--- src/rtl/pc_fetch_stage.sv ---
// pc_fetch_stage: architectural PC with next-PC selection, boot/halt/trap sequencing and cycle/retire counters
//   iClk, iRst          clock, asynchronous active-high reset
//   iPCSrc, iJalr       taken branch/JAL, JALR (JALR wins)
//   iImmExt, iAluResult branch offset, JALR target (rs1+imm)
//   iStall              hold the PC this cycle
//   oPC, oPCPlus4       current PC and link value
//   oValid              oPC is a live instruction
//   oHalted, oTrap      self-loop halt, misaligned-target trap (both sticky until reset)
//   oTrapPC             offending target captured on trap
//   oCycleCount         cycles since reset release
//   oRetired            retired instructions
module pc_fetch_stage #(
   parameter logic [31:0] RESET_VECTOR = 32'h0000_0000
) (
   input  logic        iClk,
   input  logic        iRst,
   input  logic        iPCSrc,
   input  logic        iJalr,
   input  logic [31:0] iImmExt,
   input  logic [31:0] iAluResult,
   input  logic        iStall,
   output logic [31:0] oPC,
   output logic [31:0] oPCPlus4,
   output logic        oValid,
   output logic        oHalted,
   output logic        oTrap,
   output logic [31:0] oTrapPC,
   output logic [31:0] oCycleCount,
   output logic [31:0] oRetired
);
   typedef enum logic [1:0] {BOOT, RUN, HALT, TRAP} state_t;
   state_t      state_q;
   logic [31:0] pc_q, trap_pc_q, cyc_q, ret_q;
   logic        valid_q, halted_q, trap_q;
   logic [31:0] target_d;
   logic        taken, misaligned, self_loop;
   always_comb begin
      target_d   = iJalr ? {iAluResult[31:1], 1'b0} : iPCSrc ? pc_q + iImmExt : pc_q + 32'd4;
      taken      = iJalr | iPCSrc;
      // JALR clears bit 0, so only bit 1 can flag a JALR target
      misaligned = taken & (target_d[1:0] != 2'b00);
      self_loop  = taken & (target_d == pc_q);
   end
   always_ff @(posedge iClk or posedge iRst) begin
      if (iRst) begin
         state_q   <= BOOT;
         pc_q      <= RESET_VECTOR;
         trap_pc_q <= '0;
         cyc_q     <= '0;
         ret_q     <= '0;
         valid_q   <= 1'b0;
         halted_q  <= 1'b0;
         trap_q    <= 1'b0;
      end else begin
         cyc_q <= cyc_q + 32'd1;
         case (state_q)
            BOOT: begin
               state_q <= RUN;
               valid_q <= 1'b1;
            end
            RUN: if (!iStall) begin
               if (misaligned) begin
                  trap_pc_q <= target_d;
                  trap_q    <= 1'b1;
                  valid_q   <= 1'b0;
                  state_q   <= TRAP;
               end else begin
                  ret_q <= ret_q + 32'd1;
                  if (self_loop) begin
                     halted_q <= 1'b1;
                     valid_q  <= 1'b0;
                     state_q  <= HALT;
                  end else pc_q <= target_d;
               end
            end
            default: ;
         endcase
      end
   end
   assign oPC         = pc_q;
   assign oPCPlus4    = pc_q + 32'd4;
   assign oValid      = valid_q;
   assign oHalted     = halted_q;
   assign oTrap       = trap_q;
   assign oTrapPC     = trap_pc_q;
   assign oCycleCount = cyc_q;
   assign oRetired    = ret_q;
endmodule

--- config.mk ---
export PLATFORM = sky130hd
export DESIGN_NAME = pc_fetch_stage
export DESIGN_NICKNAME = d
export VERILOG_FILES = /design/src/rtl/pc_fetch_stage.sv
export SDC_FILE = /design/constraint.sdc
export NUM_CORES = 1
export LEC_CHECK = 0
export CORE_ASPECT_RATIO = 0.8
export CORE_UTILIZATION = 38
export CTS_BUF_LIST = sky130_fd_sc_hd__clkbuf_16
export DETAILED_ROUTE_END_ITERATION = 8
export HOLD_SLACK_MARGIN = 0.15
export PLACE_DENSITY_LB_ADDON = 0.12
export RECOVER_POWER = 25
export SYNTH_ARGS = -nofsm -noshare
export SYNTH_HDL_FRONTEND = slang
export SYNTH_SLANG_ARGS = --single-unit
export TNS_END_PERCENT = 5
--- constraint.sdc ---
create_clock -name iClk -period 5 [get_ports iClk]
set_input_delay 1 -clock iClk [delete_from_list [all_inputs] [get_ports iClk]]
set_output_delay 1 -clock iClk [all_outputs]
set_load 0.02 [all_outputs]
Yosys cells after proc, flatten, opt, wreduce, memory -nomap -nowiden
Index checks and enable logic that the tools add are counted.
- logic and storage cells: 40
- output and inout bits: 163
- flip-flop bits (word level): 133
- equal/unequal tests: 4
- bitwise logic cells: 6
- mux-type cells: 10
- $add $sub $neg: 4
- reductions and logical operators: 8
- operators with widths (operator ; count):
    adder 32 x 1 -> 32 bit, second input constant ; 2
    2-to-1 mux 32 bit ; 2
    adder 32 x 3 -> 32 bit, second input constant ; 1
    adder 32 bit ; 1
    == test 32 bit ; 1
    AND reduction 3 bit ; 3
    AND reduction 4 bit ; 2
    2-to-1 mux 2 bit ; 3
    one-hot mux 2 bit (2 select lines) ; 1
    nonzero test 2 bit ; 2
    2-to-1 mux 1 bit ; 3
    != test 3 bit, second input constant ; 1
    NOT 1 bit ; 3
    bitwise AND 1 bit ; 2
    == test 2 x 1 -> 1 bit, second input constant ; 1
    logical NOT 2 bit ; 1
    != test 2 bit, second input constant ; 1
    one-hot mux 1 bit (2 select lines) ; 1
    bitwise OR 1 bit ; 1

Depth between registers and ports, before layout
Gate-level depths: netlist of the first run.
- depth in word-level cells: 9
- mapped depth: 15
- depth with buffers taken out: 13

Worst setup path after synthesis of the first run
OpenSTA, ideal clock, no wires.
- path kind: input to register
- from: in iImmExt[0]
- to: reg pc_q[10] (netlist: oPC[10])
- data arrival time: 4.243 ns
- slack: 0.632 ns
- path buffers: 1
- setup time: 0.125 ns
- stages on the path: 14
- required time: 4.875 ns
- cell sequence: ha_1 -> fa_1 -> a21o_1 -> a221oi_4 -> o21ai_2 -> or3_1 -> nand3_2 -> xnor2_1 -> a2111oi_0 -> nand4_1 -> nor4_4 -> nor2_4 -> buf_6 -> mux2_4
- longest elaborated chain between the ends: 7
- elaborated cells between the ends (all ways): 10
- those cells by class: add/sub: 1; eq/ne: 1; mux: 2; bitwise: 4; reduce/logical: 2
- RTL lines (what ; line ; source):
    from (decl) ; 19 ; input logic [31:0] iImmExt,
    adder 32 bit * ; 38 ; target_d = iJalr ? {iAluResult[31:1], 1'b0} : iPCSrc ? pc_q + iImmExt : pc_q + 32'd4;
    2-to-1 mux 32 bit * (2 in a row) ; 38 ;
    == test 32 bit or nonzero test 2 bit (tied branches) ; 42, 41 ;
    bitwise AND 1 bit, on equally long branches ; 42, 41 ;
    NOT 1 bit (no line) ; -- ;
    AND reduction 4 bit (no line) ; -- ;
    to (signal assigned) ; 73 ; end else pc_q <= target_d;
    to (decl) ; 33 ; logic [31:0] pc_q, trap_pc_q, cyc_q, ret_q;
Mark *: on every way between the ends. The rest lies on a longest branch, timed or not.
A chain may end at the register's enable or synchronous reset.

Worst setup path after layout of the first run
- from: in iImmExt[1]
- to: reg pc_q[22] (netlist: oPC[22])
Same word-level chain as after synthesis.

==> results of run 1 <==
sequential cells by signal, indices dropped and copies added, names as in the netlist:
| signal | cells |
|---|---|
| oValid | 1 |
| oCycleCount | 32 |
| oPC | 32 |
| oRetired | 32 |
| oTrap | 1 |
| oHalted | 1 |
| oTrapPC | 32 |
| state_q | 2 |
cell usage in the layout (no fill, tap or decap), types with 5 or more instances in the layout:
| cell type | instances |
|---|---|
| a211oi_1 | 15 |
| o21ai_0 | 57 |
| mux2_4 | 14 |
| o221ai_1 | 7 |
| nor2b_1 | 9 |
| buf_4 | 150 |
| inv_1 | 27 |
| nor2_1 | 84 |
| and3_1 | 20 |
| o2111ai_1 | 6 |
| nand4_1 | 39 |
| a21oi_1 | 56 |
| dfrtp_1 | 133 |
| o211ai_1 | 11 |
| nor3_1 | 25 |
| mux2_2 | 7 |
| clkbuf_16 | 17 |
| or2_2 | 5 |
| nor4_1 | 12 |
| a31oi_1 | 6 |
| mux2i_1 | 15 |
| and2_1 | 6 |
| xor2_1 | 34 |
| o31ai_1 | 10 |
| nand3_1 | 57 |
| or3_1 | 12 |
| clkdlybuf4s50_1 | 227 |
| ha_1 | 34 |
| a21o_1 | 16 |
| and4_1 | 13 |
| o21a_1 | 15 |
| xnor2_1 | 92 |
| nand2b_1 | 22 |
| nand2_1 | 171 |
| o22ai_1 | 8 |
per-stage QoR:
step	setup TNS (ns)	cell area, sq um	total power, mW	cells	setup slack, ns
finish	0	14200	8.54	1885	0.187
global placement	-5.59	13600	7.10	1853	-0.256
floorplan	0	10000	4.58	1192	0.446
detailed placement	-7.76	13600	7.13	1853	-0.328
CTS	0	14200	8.49	1885	0.109
global route	0	14200	9.02	1885	0.0551
kinds of logic (layout without fill, tap and decap cells):
kind of cell	count (synthesis)	after routing	share of synthesized area, %
buf+inv	100	442	4.10
xor+xnor	126	126	11.0
compound gates	264	264	18.1
flops	133	133	33.2
simple gates	498	498	24.8
mux	36	36	4.38
fa+ha+maj	35	35	4.44
routing by layer:
layer	GRT usage [%]	vias to the layer above
met5	0	-
met4	6.63	0
met3	5.11	40
met2	43.7	479
met1	41.9	5103
li1	-	4970
area by class of cell:
cell class	instances	area share, %
Tap cell	351	3.09
Timing Repair Buffer	383	24.3
Inverter	27	0.712
Multi-Input combinational cell	959	44.2
Clock inverter	15	1.24
Sequential cell	133	23.4
Clock buffer	17	2.99
final timing paths:
check,from,endpoint,slack [ns],cells after the start
worst max-delay path,iImmExt[1],oPC[22],0.19,16
worst min-delay path,oHalted,oHalted,0.46,1
worst max register to register,oPC[0],oPC[22],0.67,15
worst min register to register,oHalted,oHalted,0.46,1
max in group asynchronous,iRst,oPC[6],0.89,3
min in group asynchronous,iRst,oCycleCount[31],2.16,2
critical path, delay by kind of cell:
family                     cells  cell delay (ns)
AOI/OAI and AO/OA              4             1.06
xor gates and xnor gates       1             0.08
adders and majority gates      1             0.45
buffers and inverters          4             0.95
muxes                          1             0.30
and+or+nand+nor                5             1.27
power groups by stage:
stage | Sequential [mW] | Clock, mW | Combinational, mW
floorplan | 1.95 | 0 | 2.63
global placement | 1.69 | 0 | 5.41
detailed placement | 1.69 | 0 | 5.44
CTS | 1.67 | 1.34 | 5.47
global route | 1.71 | 1.39 | 5.93
finish | 1.68 | 1.32 | 5.54
repair_timing:
action,4_1_cts,5_1_grt
gates resized for setup,0,1
setup buffers,0,0
hold buffers,0,0
setup endpoints to repair,0,20
==> metrics.md, run 1 <==
| Metric | Value |
|---|---|
| CTS H-Tree Depth | 4 |
| Leakage | a little over 6 nW |
| Final hold vios | 0 |
| Reg power frac | between 10% and 20% |
| #FFs+latches synth | 133 |
| Antenna Nets Post-Route | 0 |
| CP Class | input port to flip-flop |
| Initial drt markers | 1,056 |
| Final Core Density | ~56% |
| Crit-path cells | clkdlybuf4s50_1 -> buf_4 -> fa_1 -> a21o_1 -> a221oi_4 -> buf_12 -> xnor2_1 -> o21a_1 -> o211ai_1 -> nand4_1 -> nor4_1 -> nand4_1 -> nor4_4 -> nor2_4 -> buf_4 -> mux2_4 |
| Core Box Area | roughly 0.026 sq mm |
| Slew @ Worst Pin | slightly above 3 ns |
| Routed met1 length | roughly 18,000 um |
| Largest net degree at the start of global routing | a little over 80 |
| Dominant cells by area after synthesis | dfrtp_1, xnor2_1, nand2_1, ha_1, nor2_1 |
| Switch Pwr | 3.91 mW |
| Switching part of the total | around 46% |
| DP HPWL | around 30,000 um |
| Synth Area per Inst | ~8.4 sq um |
| Layout Nets | around 1,600 |
| Total clock buffers created by CTS | 17 |
| CTS tree | built |
| DR vias/cell | between 5 and 6 |
| Vias in the first global route | between 10,000 and 15,000 |
| Ports | 232 |
| Outcome | finished with violations |
| Max clock buf depth | 2 |
| Seq/Total Area, Yosys | 33.2% |
| Initial antenna violation count | 0 |
| Number of buffers added on ports | 230 |
| Internal Power | 4.63 mW |
| Detailed-route via count | about 11,000 |
| Max_cap viols | 1 |
| # diodes | 0 |
| Fillers | approximately 2,400 |
| Power per Cell Area | about 600 mW/mm^2 |
| Yosys warns | 0 |
| Post-synth top cells | nand2_1, dfrtp_1, xnor2_1 |
| Fin crit period | ~4.8 ns |
| Clock network power share | around 15% |
| Met2 routed WL | between 15,000 and 20,000 um |
| Metal3 WL | 3300 um |
| Critical path data arrival time | 5.12 ns |
| Final WL | about 38,000 um |
| Proportion of layout cells with a drive suffix above 1 | about 15% |
| Clock slew at reported path FFs | 0.06 ns |
| RSZ-0062 raised after global routing | no |
| CP Launch Type | input port |
| Worst path required time | ~5.3 ns |
| Area occupied by multi-input gates | approximately 0.0063 sq mm |
| Setup crit end kind | flip-flop |
| Setup Skew | roughly 0.0094 ns |
| GRT Util Overall | between 20 and 30% |
| Worst path max stage delay | about 0.46 ns |
| Relative slew margins | -105% |
| Top layer in use | met4 |
| Final Setup Violations | 0 |
| Final critical-path share of the clock period | 96.3% |
| Synth Flop Type | dfrtp_1 |
| Clk sinks | ~130 |
| Syn_nets | ~1,300 |
| Routability Congestion | 0.959 |
| Die Span Y | around 150 um |
| Largest fanout on the critical path | 9 |
| Clk Latency, worst-skew pair | around 0.43 ns |
| Drt first pass iters | 7 |
| Sequential cell area | approximately 0.0033 sq mm |
| Die X | approximately 180 um |
| Async S/R FF share, synth | 100% |
| Hold WC Path Type | flip-flop to flip-flop |
| Synthesized cell area | between 0.01 and 0.015 sq mm |
| Post-synth top area cell | dfrtp_1 |
| DRC | 0 |
| Max VDD drop | approximately 0.00031 V |
| Number of synthesized flops with an enable pin | 0 |
| Combinational Power Share | between 60% and 70% |
| Final Max Slew Viols | 82 |
| Clock Tree Root | clkbuf_16 |
| Die area | between 0.02 and 0.03 sq mm |
| Max Freq | 208 MHz |
| Synth unique cells | 82 |
| Starting Density | about two fifths |
| Routed length per placed instance | 20.4 um |
| Row cnt | 52 |
| Mapped Cells | roughly 1,200 |
| Slowest CP cell | nor4_1 |
| Top-area cell type share of the netlist area | approximately a third |
| First-pass GRT wire length | between 50,000 and 60,000 um |
| Most common cell in the netlist | nand2_1 |
| GRT overflow | 0 |
| Area Overhead vs Synth | 41.9% |
| Min Hold Slack | 0.462 ns |
| Failing checks | max-capacitance violations, max-slew violations |
Note: power is estimated with default switching activity, not from simulation.
==> run 2: changes to the inputs <==
Settings changed: TNS_END_PERCENT 5 to default.
==> results of run 2 <==
Final layout, timing and power as in run 1 (identical DEF).
==> run 3: changes to the inputs <==
Settings changed: CORE_MARGIN from default to 4, SLEW_MARGIN from default to 25.
==> run 3 against run 2 <==
  * The flow still finishes with violations (max-capacitance violations, max-slew violations)
  * Sequential cell count unchanged
  * Cell area increased by 0.43%
  * Clock power about the same
  * Maximum frequency decreased by 0.69%
  * Final cell count increased by 0.42%
  * First-iteration DRC count decreased by 16%
  * Total power increased by 0.47%
  * Register-to-register slack got worse by 0.04 ns
  * Utilization increased by 0.24 points
  * Routed wire length increased by 1.6%
  * Highest routed layer unchanged
==> metrics.md, run 3 (same netlist as run 1, synthesis figures left out) <==
| Metric | Value |
|---|---|
| First-pass GRT wire length | 59,900 um (was 59,500 um) |
| Routability Congestion | 0.950 (was 0.959) |
| Routed met1 length | 18,100 um (was 17,900 um) |
| Slowest CP cell | or4_1 (was nor4_1) |
| Drt first pass iters | 5 (was 7) |
| Max VDD drop | 0.000341 V (was 0.000315 V) |
| GRT Util Overall | 26.3% (was 28.7%) |
| Pwr Total | 8.58 mW (was 8.54 mW) |
| Setup Skew | 0.0178 ns (was 0.00944 ns) |
| Slew @ Worst Pin | 2.03 ns (was 3.07 ns) |
| CP Launch Type | input port (unchanged) |
| Fin crit period | 4.85 ns (was 4.81 ns) |
| Most common library cell in the layout ignoring fill and taps | clkdlybuf4s50_1 (unchanged) |
| Max Freq | 206 MHz (was 208 MHz) |
| Proportion of layout cells with a drive suffix above 1 | 15.2% (was 14.9%) |
| Final Max Slew Viols | 94 (was 82) |
| Worst Reg-to-Reg Cells | 13 (was 15) |
| Routed length per placed instance | 20.7 um (was 20.4 um) |
| Worst path required time | 5.30 ns (was 5.31 ns) |
| Layout Nets | 1,632 (was 1,625) |
| Initial antenna violation count | 1 (was 0) |
| Hold-fix buffer count after cts | 0 (unchanged) |
| Die area | 0.0291 sq mm (was 0.0271 sq mm) |
| CTS tree | built (unchanged) |
| Clock Tree Root | clkbuf_16 (unchanged) |
| Starting Density | 39.1% (unchanged) |
| Largest net degree at the start of global routing | 94 (was 82) |
| Placed Instances | 1,860 (was 1,853) |
| Initial drt markers | 884 (was 1,056) |
| Power per Cell Area | 600 mW/mm^2 (about the same) |
| Final WL | 39,100 um (was 38,500 um) |
| Vias in the first global route | 10,200 (about the same) |
| Antenna Nets Post-Route | 0 (unchanged) |
| Setup crit end kind | flip-flop (unchanged) |
| Gates resized, CTS repair | 0 (unchanged) |
| Total clock buffers created by CTS | 17 (unchanged) |
| Row cnt | 52 (unchanged) |
| DP HPWL | 31,100 um (was 30,200 um) |
| Outcome | finished with violations (unchanged) |
| Final Setup Violations | 0 (unchanged) |
| Crit-path cells | clkdlybuf4s50_1 -> ha_1 -> buf_4 -> nand4_1 -> or2_1 -> or4_1 -> and4_1 -> nor3_2 -> o2111ai_1 -> a311oi_1 -> o2111ai_1 -> nor4_4 -> nor2_4 -> buf_4 -> mux2_4 (was clkdlybuf4s50_1 -> buf_4 -> fa_1 -> a21o_1 -> a221oi_4 -> buf_12 -> xnor2_1 -> o21a_1 -> o211ai_1 -> nand4_1 -> nor4_1 -> nand4_1 -> nor4_4 -> nor2_4 -> buf_4 -> mux2_4) |
| Largest fanout on the critical path | 10 (was 9) |
| Clk sinks | 133 (unchanged) |
| Core Box Area | 0.0256 sq mm (unchanged) |
| Max_cap viols | 1 (unchanged) |
| Area Overhead vs Synth | 42.5% (was 41.9%) |
| Met2 routed WL | 16,500 um (was 16,800 um) |
| Failing checks | max-capacitance violations, max-slew violations (unchanged) |
| Die Span Y | 153 um (was 147 um) |
| RSZ-0062 raised after global routing | no (unchanged) |
| Hold path cells | 1 (unchanged) |
| Metal3 WL | 3480 um (was 3300 um) |
| Detailed-route via count | 10,500 (was 10,600) |
| Critical path data arrival time | 5.14 ns (was 5.12 ns) |
| Ports | 232 (unchanged) |
| Max clock buf depth | 2 (unchanged) |
| Final critical-path share of the clock period | 96.9% (was 96.3%) |
| Finished Layout Cells | 1,893 (was 1,885) |
| Setup bufs post-CTS | 0 (unchanged) |
| Fillers | 2,406 (was 2,429) |
| Worst path max stage delay | 0.64 ns (was 0.46 ns) |
| Hold WC Path Type | flip-flop to flip-flop (unchanged) |
| Top layer in use | met4 (unchanged) |
| GRT overflow | 0 (unchanged) |
| CTS H-Tree Depth | 4 (unchanged) |
| CP Class | input port to flip-flop (unchanged) |
| Relative slew margins | -35.9% (was -105%) |
| DRC | 0 (unchanged) |
| DR vias/cell | 5.57 (was 5.62) |
| Clock slew at reported path FFs | 0.06 ns (about the same) |
| Number of buffers added on ports | 230 (unchanged) |
| Most frequent cells in the layout | clkdlybuf4s50_1, nand2_1, buf_4, dfrtp_1, xnor2_1 (unchanged) |
| Leakage | 6.14 nW (was 6.12 nW) |
| Die X | 190 um (was 184 um) |
| Clk Latency, worst-skew pair | 0.43 ns (about the same) |
| Final hold vios | 0 (unchanged) |
[run 3: changes by cell type in the layout (fill, tap and decap cells not counted)]
cell        delta
clkinv_2       -2
clkbuf_2       -1
clkinv_1       +1
buf_4          +8
a211oi_2       -1
a211oi_1       +1
inv_1          -1
clkinvlp_4     +1
inv_6          -2
inv_8          +1
diode_2        +1
clkinv_4       +2
[run 3: where the power goes]
group / switching [mW] / internal (mW) / leakage, nW / total (mW)
Combinational: 3.07 / 2.52 / 4.14 / 5.59
Sequential: 0.321 / 1.35 / 1.70 / 1.67
Clock: 0.530 / 0.790 / 0.295 / 1.32
Total: 3.93 / 4.65 / 6.14 / 8.58
[run 3: worst paths after layout]
| path | start | end | slack, ns |
|---|---|---|---|
| worst max register to register | oPC[17] | oPC[20] | 0.63 |
| max in group asynchronous | iRst | oPC[1] | 2.20 |
| worst min-delay path | oHalted | oHalted | 0.46 |
| worst min register to register | oHalted | oHalted | 0.46 |
| min in group asynchronous | iRst | oCycleCount[17] | 1.68 |
| worst max-delay path | iImmExt[10] | oPC[20] | 0.15 |
[run 3: routing by layer]
| metal | GRT usage (%) | vias up |
|---|---|---|
| li1 | - | 4998 |
| met1 | 38.1 | 5021 |
| met2 | 38.3 | 462 |
| met3 | 7.52 | 61 |
| met4 | 7.30 | 0 |
| met5 | 0 | - |
[run 3: metrics by stage]
step                worst slack, ns  setup TNS (ns)  utilization, %  hold slack [ns]  area, sq um
floorplan                     0.446               0               -            0.443        10000
global placement             -0.134           -2.32            53.4            0.442        13700
detailed placement           -0.161           -2.98            53.4            0.451        13700
CTS                           0.259               0            55.7            0.464        14300
global route                 0.0899               0            55.7            0.471        14300
finish                        0.154               0            55.7            0.457        14300
[run 3: cell type report]
type	count	area, sq um	share of cell area [%]
Timing Repair Buffer	390	3520	24.6
Inverter	27	105	0.735
Sequential cell	133	3330	23.3
Tap cell	351	439	3.07
Clock buffer	17	425	2.98
Antenna cell	1	2.50	0.0175
Clock inverter	15	181	1.27
Multi-Input combinational cell	959	6290	44.0
[run 3: worst max-delay path: cells and delay by family]
family	cells	cell delay, ns
and+or+nand+nor	7	1.91
buffers and inverters	3	0.76
AOI/OAI and AO/OA	3	0.76
adders and majority gates	1	0.38
muxes	1	0.30
